[config.mk]
export PLATFORM = sky130hd
export DESIGN_NAME = layer_vec_pingpong
export DESIGN_NICKNAME = d
export VERILOG_FILES = /design/src/rtl/layer_vec_pingpong.sv
export SDC_FILE = /design/constraint.sdc
export NUM_CORES = 1
export LEC_CHECK = 0
export BUFFER_PORTS_ARGS = -buffer_cell sky130_fd_sc_hd__buf_2
export CAP_MARGIN = 10
export CORE_MARGIN = 4
export CORE_UTILIZATION = 55
export CTS_BUF_LIST = sky130_fd_sc_hd__clkbuf_8 sky130_fd_sc_hd__clkbuf_16
export DETAILED_ROUTE_END_ITERATION = 7
export PLACE_DENSITY_LB_ADDON = 0.3
export SETUP_SLACK_MARGIN = 0.2
export SYNTH_ARGS = -nofsm -noshare
export SYNTH_HDL_FRONTEND = slang
export SYNTH_SLANG_ARGS = --single-unit
[constraint.sdc]
create_clock -name clk -period 3.6 [get_ports clk]
set_input_delay 0.9 -clock clk [delete_from_list [all_inputs] [get_ports clk]]
set_output_delay 0.9 -clock clk [all_outputs]
set_load 0.03 [all_outputs]
[src/rtl/layer_vec_pingpong.sv]
// Two-bank ping-pong buffer between layers: collects one VLEN-word vector per bank
// (optional ReLU on write) and replays the banks word by word in arrival order.
module layer_vec_pingpong #(
   parameter int unsigned WIDTH = 16,
   parameter int unsigned VLEN  = 3,
   parameter int unsigned LOGV  = 2,
   parameter int unsigned RELU  = 1
) (
   input  logic                    clk,
   input  logic                    reset,
   input  logic                    s_valid,
   output logic                    s_ready,
   input  logic signed [WIDTH-1:0] data_in,
   output logic                    m_valid,
   input  logic                    m_ready,
   output logic signed [WIDTH-1:0] data_out,
   output logic [1:0]              full_cnt
);

   localparam logic [LOGV-1:0] LAST_IDX = LOGV'(VLEN - 1);

   logic [1:0]              full_q,    full_d;
   logic                    wr_bank_q, wr_bank_d;
   logic                    rd_bank_q, rd_bank_d;
   logic [LOGV-1:0]         wr_cnt_q,  wr_cnt_d;
   logic [LOGV-1:0]         rd_cnt_q,  rd_cnt_d;
   logic signed [WIDTH-1:0] mem [2][VLEN];
   logic                    wr_fire;
   logic                    rd_fire;
   logic signed [WIDTH-1:0] wr_word;

   // Handshakes and read mux; the producer only ever sees the bank it is filling
   always_comb begin
      s_ready  = !full_q[wr_bank_q] && !reset;
      m_valid  = full_q[rd_bank_q];
      wr_fire  = s_valid && s_ready;
      rd_fire  = m_valid && m_ready;
      data_out = mem[rd_bank_q][rd_cnt_q];
      wr_word  = ((RELU != 0) && data_in[WIDTH-1]) ? '0 : data_in;
      full_cnt = {1'b0, full_q[0]} + {1'b0, full_q[1]};
   end

   // Next-state: read and write always touch different banks, so both may complete together
   always_comb begin
      full_d    = full_q;
      wr_bank_d = wr_bank_q;
      rd_bank_d = rd_bank_q;
      wr_cnt_d  = wr_cnt_q;
      rd_cnt_d  = rd_cnt_q;

      if (rd_fire) begin
         if (rd_cnt_q == LAST_IDX) begin
            full_d[rd_bank_q] = 1'b0;
            rd_bank_d         = ~rd_bank_q;
            rd_cnt_d          = '0;
         end else begin
            rd_cnt_d = rd_cnt_q + LOGV'(1);
         end
      end

      if (wr_fire) begin
         if (wr_cnt_q == LAST_IDX) begin
            full_d[wr_bank_q] = 1'b1;
            wr_bank_d         = ~wr_bank_q;
            wr_cnt_d          = '0;
         end else begin
            wr_cnt_d = wr_cnt_q + LOGV'(1);
         end
      end
   end

   // Control state register
   always_ff @(posedge clk) begin
      if (reset) begin
         full_q    <= '0;
         wr_bank_q <= 1'b0;
         rd_bank_q <= 1'b0;
         wr_cnt_q  <= '0;
         rd_cnt_q  <= '0;
      end else begin
         full_q    <= full_d;
         wr_bank_q <= wr_bank_d;
         rd_bank_q <= rd_bank_d;
         wr_cnt_q  <= wr_cnt_d;
         rd_cnt_q  <= rd_cnt_d;
      end
   end

   // Vector storage is left uncleared; full flags alone decide what is valid
   always_ff @(posedge clk) begin
      if (wr_fire) begin
         mem[wr_bank_q][wr_cnt_q] <= wr_word;
      end
   end

endmodule

==> results of run 1 <==
## sequential cells by signal, summed over array words and instances, names as in the netlist, named ones only
| register | count |
|---|---|
| wr_cnt_q | 2 |
| full_q | 2 |
| rd_cnt_q | 2 |
| wr_bank_q | 1 |
| mem | 90 |
| rd_bank_q | 1 |
## metal layers
| metal | routed length [um] | GRT usage (%) | up-vias | part of all wire, % |
|---|---|---|---|---|
| met5 | 0 | 0 | - | 0 |
| met4 | 104 | 8.424 | 0 | 1.4 |
| met3 | 421 | 2.404 | 7 | 5.7 |
| met2 | 3737 | 29.57 | 62 | 51 |
| met1 | 3132 | 23.49 | 1128 | 42 |
| li1 | - | - | 1110 | - |
## cell usage after synthesis, types with 2 or more instances
cell / n / area (um2)
sky130_fd_sc_hd__inv_1: 6 / 22.52
sky130_fd_sc_hd__nand2_1: 35 / 131.4
sky130_fd_sc_hd__a221oi_1: 15 / 131.4
sky130_fd_sc_hd__a31o_2: 2 / 17.52
sky130_fd_sc_hd__o21ai_0: 2 / 10.01
sky130_fd_sc_hd__nand3_1: 2 / 10.01
sky130_fd_sc_hd__clkbuf_1: 11 / 41.29
sky130_fd_sc_hd__nor2b_1: 18 / 112.6
sky130_fd_sc_hd__nand2b_1: 2 / 12.51
sky130_fd_sc_hd__nor2_1: 5 / 18.77
sky130_fd_sc_hd__buf_4: 2 / 15.01
sky130_fd_sc_hd__a31oi_1: 15 / 93.84
sky130_fd_sc_hd__dfxtp_1: 9 / 180.2
sky130_fd_sc_hd__edfxtp_1: 90 / 2703
sky130_fd_sc_hd__or4_4: 2 / 22.52
sky130_fd_sc_hd__mux2_2: 33 / 371.6
sky130_fd_sc_hd__buf_2: 4 / 20.02
sky130_fd_sc_hd__nor3_1: 3 / 15.01
## path summary, 6_finish.rpt
path,from,depth (start not counted),endpoint
setup / recovery,rd_cnt_q[0]$_SDFFE_PP0N_,6,data_out[4]
hold / removal,wr_cnt_q[1]$_SDFFE_PP0N_,2,wr_cnt_q[1]$_SDFFE_PP0N_
setup reg to reg,wr_bank_q$_SDFFE_PP0N_,3,mem[0][7]$_DFFE_PP_
hold reg to reg,wr_cnt_q[1]$_SDFFE_PP0N_,2,wr_cnt_q[1]$_SDFFE_PP0N_
## worst max-delay path, stage by stage, from the launching register on
cell	delay, ns
sky130_fd_sc_hd__dfxtp_1	0.34
sky130_fd_sc_hd__buf_4	0.20
sky130_fd_sc_hd__nor2b_2	0.19
sky130_fd_sc_hd__buf_4	0.36
sky130_fd_sc_hd__a221oi_1	0.16
sky130_fd_sc_hd__a31oi_1	0.20
sky130_fd_sc_hd__buf_2	0.23
## cell type report
cell class	instances	area, um2	share of cell area, %
multi-input combinational	147	1065	23.17
sequential	99	2883	62.73
clock inverter	7	116.4	2.532
inverter	6	22.52	0.4901
tap	96	120.1	2.614
timing repair buffer	48	265.3	5.772
clock buffer	9	123.9	2.695
## cell families after synthesis
logic type | after synthesis | synth area share [%]
flops | 99 | 71.40
buf+inv | 23 | 2.448
fa+ha+maj | 1 | 0.3098
compound gates | 39 | 7.221
other cells | 1 | 0.09288
mux | 35 | 9.823
simple gates | 71 | 8.708
## stage by stage
stage | hold slack, ns | cells | setup WS [ns]
CTS | 0.5200 | 412 | 0.6239
detailed placement | 0.5070 | 396 | 0.8594
global placement | 0.5006 | 396 | 0.9094
global route | 0.5401 | 412 | 0.4808
finish | 0.5187 | 412 | 0.6521
floorplan | 0.4740 | 269 | 0.5219
## power breakdown
part           total, mW  switching [mW]  internal (mW)
sequential          1.27         0.00445           1.27
clock              0.825           0.364          0.460
combinational      0.110          0.0700         0.0395
total               2.21           0.439           1.77
==> metrics.txt, run 1 <==
# TYPE chip_impl_metric gauge
chip_impl_metric{name="fp.dieW",unit="um"} 93.68
chip_impl_metric{name="finalSetupViolations",unit=""} 0
chip_impl_metric{name="dpl.hpwl",unit="um"} 4494
chip_impl_metric{name="synth_edf_count",unit=""} 90
chip_impl_metric{name="post-layout-total-power",unit="mW"} 2.206
chip_impl_info{name="final_common_cell",value="sky130_fd_sc_hd__edfxtp_1"} 1
chip_impl_metric{name="max_clock_freq",unit="MHz"} 339.2
chip_impl_metric{name="crit_required",unit="ns"} 2.70
chip_impl_metric{name="first_global_vias",unit=""} 2356
chip_impl_metric{name="num_io_pins",unit=""} 40
chip_impl_metric{name="die_y",unit="um"} 93.68
chip_impl_metric{name="port-buffer-count",unit=""} 38
chip_impl_metric{name="grt_first_pass_wirelength",unit="um"} 11780
chip_impl_info{name="worstSetupPathType",value="register to output port"} 1
chip_impl_metric{name="cts.clk_slew.worst_paths",unit="ns"} 0.09
chip_impl_metric{name="tightest_slew",unit="ns"} 0.6352
chip_impl_info{name="mostFrequentLayoutCells",value="sky130_fd_sc_hd__edfxtp_1 (90), sky130_fd_sc_hd__buf_2 (38), sky130_fd_sc_hd__nand2_1 (35)"} 1
chip_impl_metric{name="final_core_util",unit="%"} 66.18
chip_impl_metric{name="die_area",unit="um2"} 8776
chip_impl_metric{name="global_route.overflow_total",unit=""} 0
chip_impl_metric{name="nNetsFinal",unit=""} 332
chip_impl_metric{name="cts_max_level",unit=""} 3
chip_impl_metric{name="routed_wl",unit="um"} 7395
chip_impl_metric{name="maxCapViolations",unit=""} 0
chip_impl_metric{name="cts_setup_buffers",unit=""} 0
chip_impl_metric{name="relSlewSlack",unit="%"} 57.60
chip_impl_metric{name="number_of_nets_in_the_synthesized_netlist",unit=""} 290
chip_impl_metric{name="period_minus_ws_final",unit="ns"} 2.948
chip_impl_info{name="worstHoldPathType",value="register to register"} 1
chip_impl_metric{name="rrSetupSlack",unit="ns"} 1.36
chip_impl_metric{name="final.setup.tns",unit="ns"} 0
chip_impl_metric{name="syn-instance-count",unit=""} 269
chip_impl_info{name="outcome",value="finished, final reports clean"} 1
chip_impl_metric{name="layout-drive-gt1-share",unit="%"} 32.91
chip_impl_metric{name="cp_data_arrival_time",unit="ns"} 2.05
chip_impl_metric{name="ant_nets",unit=""} 0
chip_impl_metric{name="timing.clock.skew",unit="ns"} 0.006134
chip_impl_metric{name="drt_first_pass_iters",unit=""} 4
chip_impl_metric{name="library_cells_used_by_synthesis",unit=""} 31
chip_impl_metric{name="placed_area",unit="um2"} 4355
chip_impl_info{name="cts_tree",value="yes"} 1
chip_impl_metric{name="layout.cell_area.non_filler",unit="um2"} 4596
chip_impl_metric{name="synth.yosys.seq_area_share",unit="%"} 71.40
chip_impl_metric{name="ys_seq_elements",unit=""} 99
chip_impl_metric{name="gp_congestion",unit=""} 0.6986
chip_impl_metric{name="clkLatencyLatePin",unit="ns"} 0.35
chip_impl_metric{name="final_hold_viol_count",unit=""} 0
chip_impl_metric{name="floorplan.rows",unit=""} 30
chip_impl_metric{name="resized_gates_after_cts",unit=""} 0
chip_impl_metric{name="postSynthAreaPerCell",unit="um2"} 15.01
chip_impl_metric{name="yosys_warnings",unit=""} 0
chip_impl_info{name="critPathCaptureType",value="output port"} 1
chip_impl_metric{name="post_synth_instance_area",unit="um2"} 4038
chip_impl_metric{name="clock_sink_count",unit=""} 99
chip_impl_metric{name="route.detailed.vias_per_inst",unit=""} 5.600
chip_impl_metric{name="p_leak",unit="nW"} 1.629
chip_impl_metric{name="drc",unit=""} 0
chip_impl_metric{name="synthesis_to_layout_area_growth",unit="%"} 13.82
chip_impl_metric{name="initial_standard_cell_utilization_of_the_core",unit="%"} 58.14
chip_impl_metric{name="grt_start_max_net_pins",unit=""} 31
chip_impl_info{name="cts.root.buffer_cell",value="sky130_fd_sc_hd__clkbuf_8"} 1
chip_impl_metric{name="clock_tree_buffer_depth",unit=""} 2
chip_impl_metric{name="pwr_density_cell",unit="nW/um2"} 480.0
chip_impl_metric{name="count_of_fill_cells_added_during_filler_insertion",unit=""} 520
chip_impl_metric{name="synth-async-reset-ratio",unit="%"} 0
chip_impl_metric{name="vdd_ir_drop_max",unit="mV"} 0.2829
chip_impl_metric{name="globalRouteTotalUtil",unit="%"} 17.90
chip_impl_metric{name="antenna-diode-count",unit=""} 0
chip_impl_metric{name="cts-buffers-inserted",unit=""} 9
chip_impl_metric{name="antenna_found_initial",unit=""} 0
chip_impl_metric{name="vias",unit=""} 2307
chip_impl_info{name="synth_top_flop_cell",value="sky130_fd_sc_hd__edfxtp_1"} 1
chip_impl_metric{name="cts_hold_repair.buffers",unit=""} 0
chip_impl_metric{name="timing.final.max_slew_violations",unit=""} 0
chip_impl_metric{name="cp_max_fo",unit=""} 30
chip_impl_metric{name="drt_iter0_markers",unit=""} 137
chip_impl_info{name="critical_path.startpoint_type",value="register"} 1
chip_impl_metric{name="finalCritPeriodShare",unit="%"} 81.89
chip_impl_info{name="rsz0062_at_grt",value="no"} 1
chip_impl_metric{name="core_area",unit="um2"} 6944
chip_impl_metric{name="wl_per_cell",unit="um"} 17.95
Power figures use the tool's default switching activity.
==> run 2: changes to the inputs <==
==> constraint.sdc (replaced) <==
create_clock -name clk -period 2.88 [get_ports clk]
set_input_delay 0.72 -clock clk [delete_from_list [all_inputs] [get_ports clk]]
set_output_delay 0.72 -clock clk [all_outputs]
set_load 0.03 [all_outputs]
==> run 2 against run 1 <==
Compared with the run above:
- routed wire length up 5.9%
- count of clock-buffer cells in the layout unchanged
- hold slack better by 0.0028 ns
- sequential cell count unchanged
- via count up 4.5%
- worst setup slack worse by 0.37 ns
- non-clock buffer count up 2
- largest cell class unchanged
- highest routed layer unchanged
==> metrics.txt, run 2 (same netlist as run 1, synthesis figures left out) <==
# TYPE chip_impl_metric gauge
chip_impl_metric{name="clkLatencyLatePin",unit="ns"} 0.35
chip_impl_metric{name="largest_register_ff_count",unit=""} 90
chip_impl_metric{name="port-buffer-count",unit=""} 38
chip_impl_metric{name="cp_max_fo",unit=""} 17
chip_impl_metric{name="pwr_density_cell",unit="nW/um2"} 558.9
chip_impl_metric{name="vdd_ir_drop_max",unit="mV"} 0.3633
chip_impl_metric{name="crit_required",unit="ns"} 2.16
chip_impl_metric{name="layout.cell_area.non_filler",unit="um2"} 4642
chip_impl_metric{name="use_met2",unit="%"} 31.70
chip_impl_info{name="final_common_cell",value="sky130_fd_sc_hd__edfxtp_1"} 1
chip_impl_info{name="worstSetupPathType",value="register to output port"} 1
chip_impl_info{name="worstHoldPathType",value="register to register"} 1
chip_impl_metric{name="layout-drive-gt1-share",unit="%"} 33.96
chip_impl_metric{name="ant_nets",unit=""} 0
chip_impl_metric{name="cts-buffers-inserted",unit=""} 9
chip_impl_metric{name="gp_congestion",unit=""} 0.7817
chip_impl_metric{name="antenna-diode-count",unit=""} 0
chip_impl_metric{name="global_route.overflow_total",unit=""} 0
chip_impl_info{name="critPathCaptureType",value="output port"} 1
chip_impl_metric{name="max_clock_freq",unit="MHz"} 385.0
chip_impl_metric{name="rrSetupSlack",unit="ns"} 0.82
chip_impl_metric{name="num_io_pins",unit=""} 40
chip_impl_metric{name="die_y",unit="um"} 93.68
chip_impl_metric{name="route.detailed.vias_per_inst",unit=""} 5.824
chip_impl_metric{name="period_minus_ws_final",unit="ns"} 2.598
chip_impl_metric{name="wl_per_cell",unit="um"} 18.91
chip_impl_metric{name="cts_max_level",unit=""} 3
chip_impl_info{name="outcome",value="finished, final reports clean"} 1
chip_impl_metric{name="cts_hold_repair.buffers",unit=""} 0
chip_impl_metric{name="floorplan.rows",unit=""} 30
chip_impl_metric{name="final_hold_viol_count",unit=""} 0
chip_impl_metric{name="clock_tree_buffer_depth",unit=""} 2
chip_impl_metric{name="cp_data_arrival_time",unit="ns"} 1.88
chip_impl_metric{name="routed_wl",unit="um"} 7829
chip_impl_metric{name="grt_start_max_net_pins",unit=""} 31
chip_impl_metric{name="drt_first_pass_iters",unit=""} 4
chip_impl_metric{name="p_leak",unit="nW"} 1.636
chip_impl_metric{name="timing.clock.skew",unit="ns"} 0.01128
chip_impl_metric{name="fin_worst_hold_slack",unit="ns"} 0.5215
chip_impl_metric{name="grt_first_pass_wirelength",unit="um"} 12770
chip_impl_metric{name="maxCapViolations",unit=""} 0
chip_impl_metric{name="clock_sink_count",unit=""} 99
chip_impl_metric{name="timing.final.max_slew_violations",unit=""} 0
chip_impl_info{name="largest_register",value="mem"} 1
chip_impl_metric{name="nNetsFinal",unit=""} 334
chip_impl_info{name="mostFrequentLayoutCells",value="sky130_fd_sc_hd__edfxtp_1 (90), sky130_fd_sc_hd__buf_2 (37), sky130_fd_sc_hd__nand2_1 (35)"} 1
chip_impl_info{name="cts_tree",value="yes"} 1
chip_impl_metric{name="die_area",unit="um2"} 8776
chip_impl_metric{name="finalSetupViolations",unit=""} 0
chip_impl_metric{name="cts.clk_slew.worst_paths",unit="ns"} 0.09
chip_impl_metric{name="core_area",unit="um2"} 6944
chip_impl_info{name="rsz0062_at_grt",value="no"} 1
chip_impl_metric{name="initial_standard_cell_utilization_of_the_core",unit="%"} 58.14
chip_impl_metric{name="drc",unit=""} 0
chip_impl_metric{name="count_of_fill_cells_added_during_filler_insertion",unit=""} 488
chip_impl_metric{name="cts_setup_buffers",unit=""} 0
chip_impl_metric{name="first_global_vias",unit=""} 2504
chip_impl_metric{name="finalCritPeriodShare",unit="%"} 90.20
chip_impl_metric{name="placed_area",unit="um2"} 4397
chip_impl_info{name="cts.root.buffer_cell",value="sky130_fd_sc_hd__clkbuf_8"} 1
chip_impl_metric{name="dpl.hpwl",unit="um"} 4740
chip_impl_metric{name="grt_util_met3",unit="%"} 2.644
chip_impl_metric{name="fp.dieW",unit="um"} 93.68
chip_impl_info{name="critical_path.startpoint_type",value="register"} 1
chip_impl_metric{name="final.setup.tns",unit="ns"} 0
chip_impl_metric{name="drt_iter0_markers",unit=""} 156
chip_impl_metric{name="synthesis_to_layout_area_growth",unit="%"} 14.97
chip_impl_metric{name="antenna_found_initial",unit=""} 0
chip_impl_metric{name="vias",unit=""} 2411
chip_impl_metric{name="post-layout-total-power",unit="mW"} 2.594
chip_impl_metric{name="globalRouteTotalUtil",unit="%"} 19.35
chip_impl_info{name="grt-busiest-layer",value="met2"} 1
chip_impl_metric{name="met1_usage",unit="%"} 25.89
## run 2: changes by cell type in the layout (fill, tap and decap cells not counted), sizes merged
| cell | change |
|---|---|
| inv | +2 |
| bufbuf | +1 |
| clkinvlp | +1 |
| clkinv | -1 |
| bufinv | -2 |
| clkbuf | +1 |
## run 2: worst max-delay path: stages (launching register included)
cell and delay (ns):
sky130_fd_sc_hd__dfxtp_2 0.38, sky130_fd_sc_hd__buf_12 0.18, sky130_fd_sc_hd__mux2_2 0.36, sky130_fd_sc_hd__a221oi_2 0.31, sky130_fd_sc_hd__a31oi_1 0.09, sky130_fd_sc_hd__buf_2 0.21
## run 2: through the flow
step	util, %	worst slack (ns)	cells
floorplan	-	0.4514	269
global placement	63.32	0.5828	397
detailed placement	63.32	0.5398	397
CTS	66.63	0.2141	414
global route	66.85	0.2015	414
finish	66.85	0.2824	414
## run 2: path summary, 6_finish.rpt
check,cells past startpoint,to,start
max,5,data_out[12],rd_cnt_q[0]$_SDFFE_PP0N_
min,2,full_q[0]$_SDFF_PP0_,full_q[0]$_SDFF_PP0_
max reg2reg,4,mem[1][37]$_DFFE_PP_,wr_bank_q$_SDFFE_PP0N_
min reg2reg,2,full_q[0]$_SDFF_PP0_,full_q[0]$_SDFF_PP0_
## run 2: final cells by class
class                           count  area [um2]  share of cell area, %
Clock inverter                      7       67.56                  1.456
Inverter                            6       22.52                 0.4852
Multi-Input combinational cell    147        1091                  23.50
Clock buffer                        9       123.9                  2.668
Timing Repair Buffer               50       332.8                  7.170
Tap cell                           96       120.1                  2.588
Sequential cell                    99        2884                  62.13
## run 2: routing by layer
layer / vias to the layer above / wire, um
met2: 66 / 3821
met3: 13 / 316
met4: 0 / 164
met5: - / 0
met1: 1215 / 3526
li1: 1117 / -
## run 2: report_power, final
| part | switching, mW | total (mW) | internal, mW |
|---|---|---|---|
| Sequential | 0.00638 | 1.59 | 1.58 |
| Combinational | 0.0911 | 0.143 | 0.0517 |
| Clock | 0.462 | 0.861 | 0.399 |
## run 2: what timing repair did
item	4_1_cts	5_1_grt
gates cloned	1	0
endpoints found under the setup margin	1	12
pin swaps	0	0
gates resized for setup	1	4
==> run 3: changes to the inputs <==
--- a/config.mk
+++ b/config.mk
@@ -7,8 +7,10 @@
 export LEC_CHECK = 0
 export BUFFER_PORTS_ARGS = -buffer_cell sky130_fd_sc_hd__buf_2
 export CAP_MARGIN = 10
+export CELL_PAD_IN_SITES_DETAIL_PLACEMENT = 0
+export CELL_PAD_IN_SITES_GLOBAL_PLACEMENT = 2
 export CORE_MARGIN = 4
-export CORE_UTILIZATION = 55
+export CORE_UTILIZATION = 42
 export CTS_BUF_LIST = sky130_fd_sc_hd__clkbuf_8 sky130_fd_sc_hd__clkbuf_16
 export DETAILED_ROUTE_END_ITERATION = 7
 export PLACE_DENSITY_LB_ADDON = 0.3
==> run 3 against run 2 <==
Compared with the run above:
- hold slack better by 0.0011 ns
- critical endpoint is now data_out[11]
- global-route usage is 5.0 points lower
- clock power is 4.4% lower
- critical path type unchanged
- clock skew is 0.0017 ns lower
- sequential share of layout area is 0.15 points lower
- final cell count is 8.0% higher
- combinational power hardly changed
- maximum frequency is 0.31% higher
- sequential power hardly changed
- core utilization is 17 points lower
- power is 1.6% lower
==> metrics.txt, run 3 (same netlist as run 1, synthesis figures left out) <==
# TYPE chip_impl_metric gauge
chip_impl_metric{name="antenna_found_initial",unit=""} 0
chip_impl_metric{name="clock_tree_buffer_depth",unit=""} 2
chip_impl_metric{name="cts-buffers-inserted",unit=""} 9
chip_impl_metric{name="port-buffer-count",unit=""} 38
chip_impl_metric{name="timing.clock.skew",unit="ns"} 0.009537
chip_impl_metric{name="floorplan.rows",unit=""} 35
chip_impl_metric{name="use_met2",unit="%"} 22.81
chip_impl_info{name="rsz0062_at_grt",value="yes"} 1
chip_impl_metric{name="drt_iter0_markers",unit=""} 88
chip_impl_metric{name="drc",unit=""} 0
chip_impl_metric{name="p_int",unit="mW"} 1.964
chip_impl_metric{name="pwr_density_cell",unit="nW/um2"} 548.7
chip_impl_info{name="mostFrequentLayoutCells",value="sky130_fd_sc_hd__edfxtp_1 (90), sky130_fd_sc_hd__buf_2 (38), sky130_fd_sc_hd__nand2_1 (35)"} 1
chip_impl_metric{name="route.detailed.vias_per_inst",unit=""} 5.159
chip_impl_metric{name="ant_nets",unit=""} 0
chip_impl_info{name="worstHoldStart",value="full_q[0]$_SDFF_PP0_"} 1
chip_impl_metric{name="cts.clk_slew.worst_paths",unit="ns"} 0.10
chip_impl_metric{name="grt_util_met3",unit="%"} 3.643
chip_impl_metric{name="globalRouteTotalUtil",unit="%"} 14.33
chip_impl_metric{name="crit_required",unit="ns"} 2.16
chip_impl_metric{name="cp_max_fo",unit=""} 17
chip_impl_info{name="timing.rr.start",value="wr_bank_q$_SDFFE_PP0N_"} 1
chip_impl_metric{name="nNetsFinal",unit=""} 334
chip_impl_metric{name="die_area",unit="um2"} 11250
chip_impl_info{name="worstHoldPathType",value="register to register"} 1
chip_impl_metric{name="vdd_ir_drop_max",unit="mV"} 0.2579
chip_impl_info{name="timing.hold.worst_endpoint",value="full_q[0]$_SDFF_PP0_"} 1
chip_impl_info{name="critPathCaptureType",value="output port"} 1
chip_impl_metric{name="max_clock_freq",unit="MHz"} 386.2
chip_impl_metric{name="drt_first_pass_iters",unit=""} 4
chip_impl_metric{name="maxCapViolations",unit=""} 0
chip_impl_metric{name="global_route.overflow_total",unit=""} 0
chip_impl_metric{name="stdcell_count",unit=""} 447
chip_impl_metric{name="placed_cells_incl_taps",unit=""} 430
chip_impl_metric{name="layout-drive-gt1-share",unit="%"} 34.28
chip_impl_metric{name="final_core_util",unit="%"} 50.12
chip_impl_metric{name="grt_start_max_net_pins",unit=""} 31
chip_impl_metric{name="cp_data_arrival_time",unit="ns"} 1.87
chip_impl_metric{name="largest_register_ff_count",unit=""} 90
chip_impl_metric{name="power.share.combinational",unit="%"} 5.5
chip_impl_metric{name="fp.dieW",unit="um"} 106.0
chip_impl_metric{name="clock_sink_count",unit=""} 99
chip_impl_metric{name="core_area",unit="um2"} 9284
chip_impl_metric{name="clock_group_share_of_total_power",unit="%"} 32.2
chip_impl_metric{name="gp_congestion",unit=""} 0.7549
chip_impl_metric{name="share_seq_of_total_power",unit="%"} 62.3
chip_impl_metric{name="final.setup.tns",unit="ns"} 0
chip_impl_metric{name="p_leak",unit="nW"} 1.621
chip_impl_metric{name="wl_per_cell",unit="um"} 17.29
chip_impl_info{name="cts_tree",value="yes"} 1
chip_impl_metric{name="cts_setup_buffers",unit=""} 0
chip_impl_metric{name="met1_usage",unit="%"} 19.42
chip_impl_metric{name="clkLatencyLatePin",unit="ns"} 0.36
chip_impl_metric{name="p_sw_share",unit="%"} 23.06
chip_impl_info{name="grt-busiest-layer",value="met2"} 1
chip_impl_metric{name="die_y",unit="um"} 106.0
chip_impl_metric{name="rrSetupSlack",unit="ns"} 0.83
chip_impl_metric{name="num_io_pins",unit=""} 40
chip_impl_info{name="cts.root.buffer_cell",value="sky130_fd_sc_hd__clkbuf_8"} 1
chip_impl_metric{name="initial_standard_cell_utilization_of_the_core",unit="%"} 43.49
chip_impl_info{name="critical_path.startpoint_type",value="register"} 1
chip_impl_metric{name="cts_max_level",unit=""} 3
chip_impl_metric{name="final_hold_viol_count",unit=""} 0
chip_impl_metric{name="first_global_vias",unit=""} 2278
chip_impl_metric{name="period_minus_ws_final",unit="ns"} 2.590
chip_impl_info{name="outcome",value="finished, final reports clean"} 1
chip_impl_info{name="critical_path.reg2reg.endpoint",value="mem[1][39]$_DFFE_PP_"} 1
chip_impl_metric{name="finalCritPeriodShare",unit="%"} 89.92
chip_impl_metric{name="finalSetupViolations",unit=""} 0
chip_impl_metric{name="cts_hold_repair.buffers",unit=""} 0
chip_impl_metric{name="antenna-diode-count",unit=""} 0
chip_impl_metric{name="grt_first_pass_wirelength",unit="um"} 12140
chip_impl_info{name="largest_register",value="mem"} 1
chip_impl_info{name="worstSetupPathType",value="register to output port"} 1
chip_impl_info{name="final_common_cell",value="sky130_fd_sc_hd__edfxtp_1"} 1
chip_impl_metric{name="routed_wl",unit="um"} 7727
chip_impl_metric{name="vias",unit=""} 2306
chip_impl_metric{name="switching_power",unit="uW"} 588.8
chip_impl_metric{name="timing.final.max_slew_violations",unit=""} 0
chip_impl_metric{name="hold-path-cell-count",unit=""} 2
chip_impl_metric{name="synthesis_to_layout_area_growth",unit="%"} 15.25
chip_impl_metric{name="rr_worst_depth",unit=""} 4
chip_impl_metric{name="dpl.hpwl",unit="um"} 4503
-- run 3: how the worst max path moves through the flow --
stage / startpoint / end / slack, ns
final: rd_cnt_q[0]$_SDFFE_PP0N_ / data_out[11] / 0.29
after global routing: rd_cnt_q[0]$_SDFFE_PP0N_ / data_out[12] / 0.20
after detailed placement: reset / mem[0][5]$_DFFE_PP_ / 0.53
after floorplan: reset / mem[0][30]$_DFFE_PP_ / 0.45
after global placement: reset / mem[0][5]$_DFFE_PP_ / 0.57
after CTS: rd_cnt_q[0]$_SDFFE_PP0N_ / data_out[12] / 0.23
-- run 3: critical path, cell delays in order (launching register included) --
cell                       delay (ns)
sky130_fd_sc_hd__dfxtp_2         0.38
sky130_fd_sc_hd__buf_12          0.17
sky130_fd_sc_hd__mux2_2          0.35
sky130_fd_sc_hd__a221oi_1        0.31
sky130_fd_sc_hd__a31oi_1         0.09
sky130_fd_sc_hd__buf_2           0.21
-- run 3: per-stage QoR --
step	total power [mW]	hold WS [ns]	instance area, um2	worst slack [ns]
finish	2.553	0.5226	4653	0.2904
global route	2.658	0.5858	4653	0.1985
CTS	2.576	0.5276	4643	0.2333
detailed placement	1.763	0.5136	4425	0.5335
global placement	1.761	0.5115	4425	0.5657
floorplan	1.714	0.4740	4044	0.4514
-- run 3: per-layer routing --
metal / vias to the layer above / share of wire (%)
li1: 1120 / -
met1: 1127 / 48
met2: 52 / 47
met3: 7 / 4.3
met4: 0 / 0.87
met5: - / 0
-- run 3: layout make-up --
class	instances	area [um2]
flip-flops and latches	99	2884
fillers	835	4631
clock buffers	9	123.9
repair buffers	50	321.6
inverters	6	22.52
well taps	129	161.4
clock inverters	7	60.06
multi-input cells	147	1080
-- run 3: power by group through the flow --
| stage | Clock, mW | Sequential, mW | Combinational, mW |
|---|---|---|---|
| final | 0.823 | 1.59 | 0.140 |
| after global routing | 0.912 | 1.59 | 0.154 |
| after CTS | 0.844 | 1.59 | 0.142 |
| after detailed placement | 0 | 1.62 | 0.140 |
| after global placement | 0 | 1.62 | 0.138 |
| after floorplan | 0 | 1.62 | 0.0931 |
-- run 3: repair_timing --
| item | 4_1_cts | 5_1_grt |
|---|---|---|
| resized for setup | 1 | 2 |
| setup endpoints to repair | 1 | 3 |
| cloned | 1 | 0 |
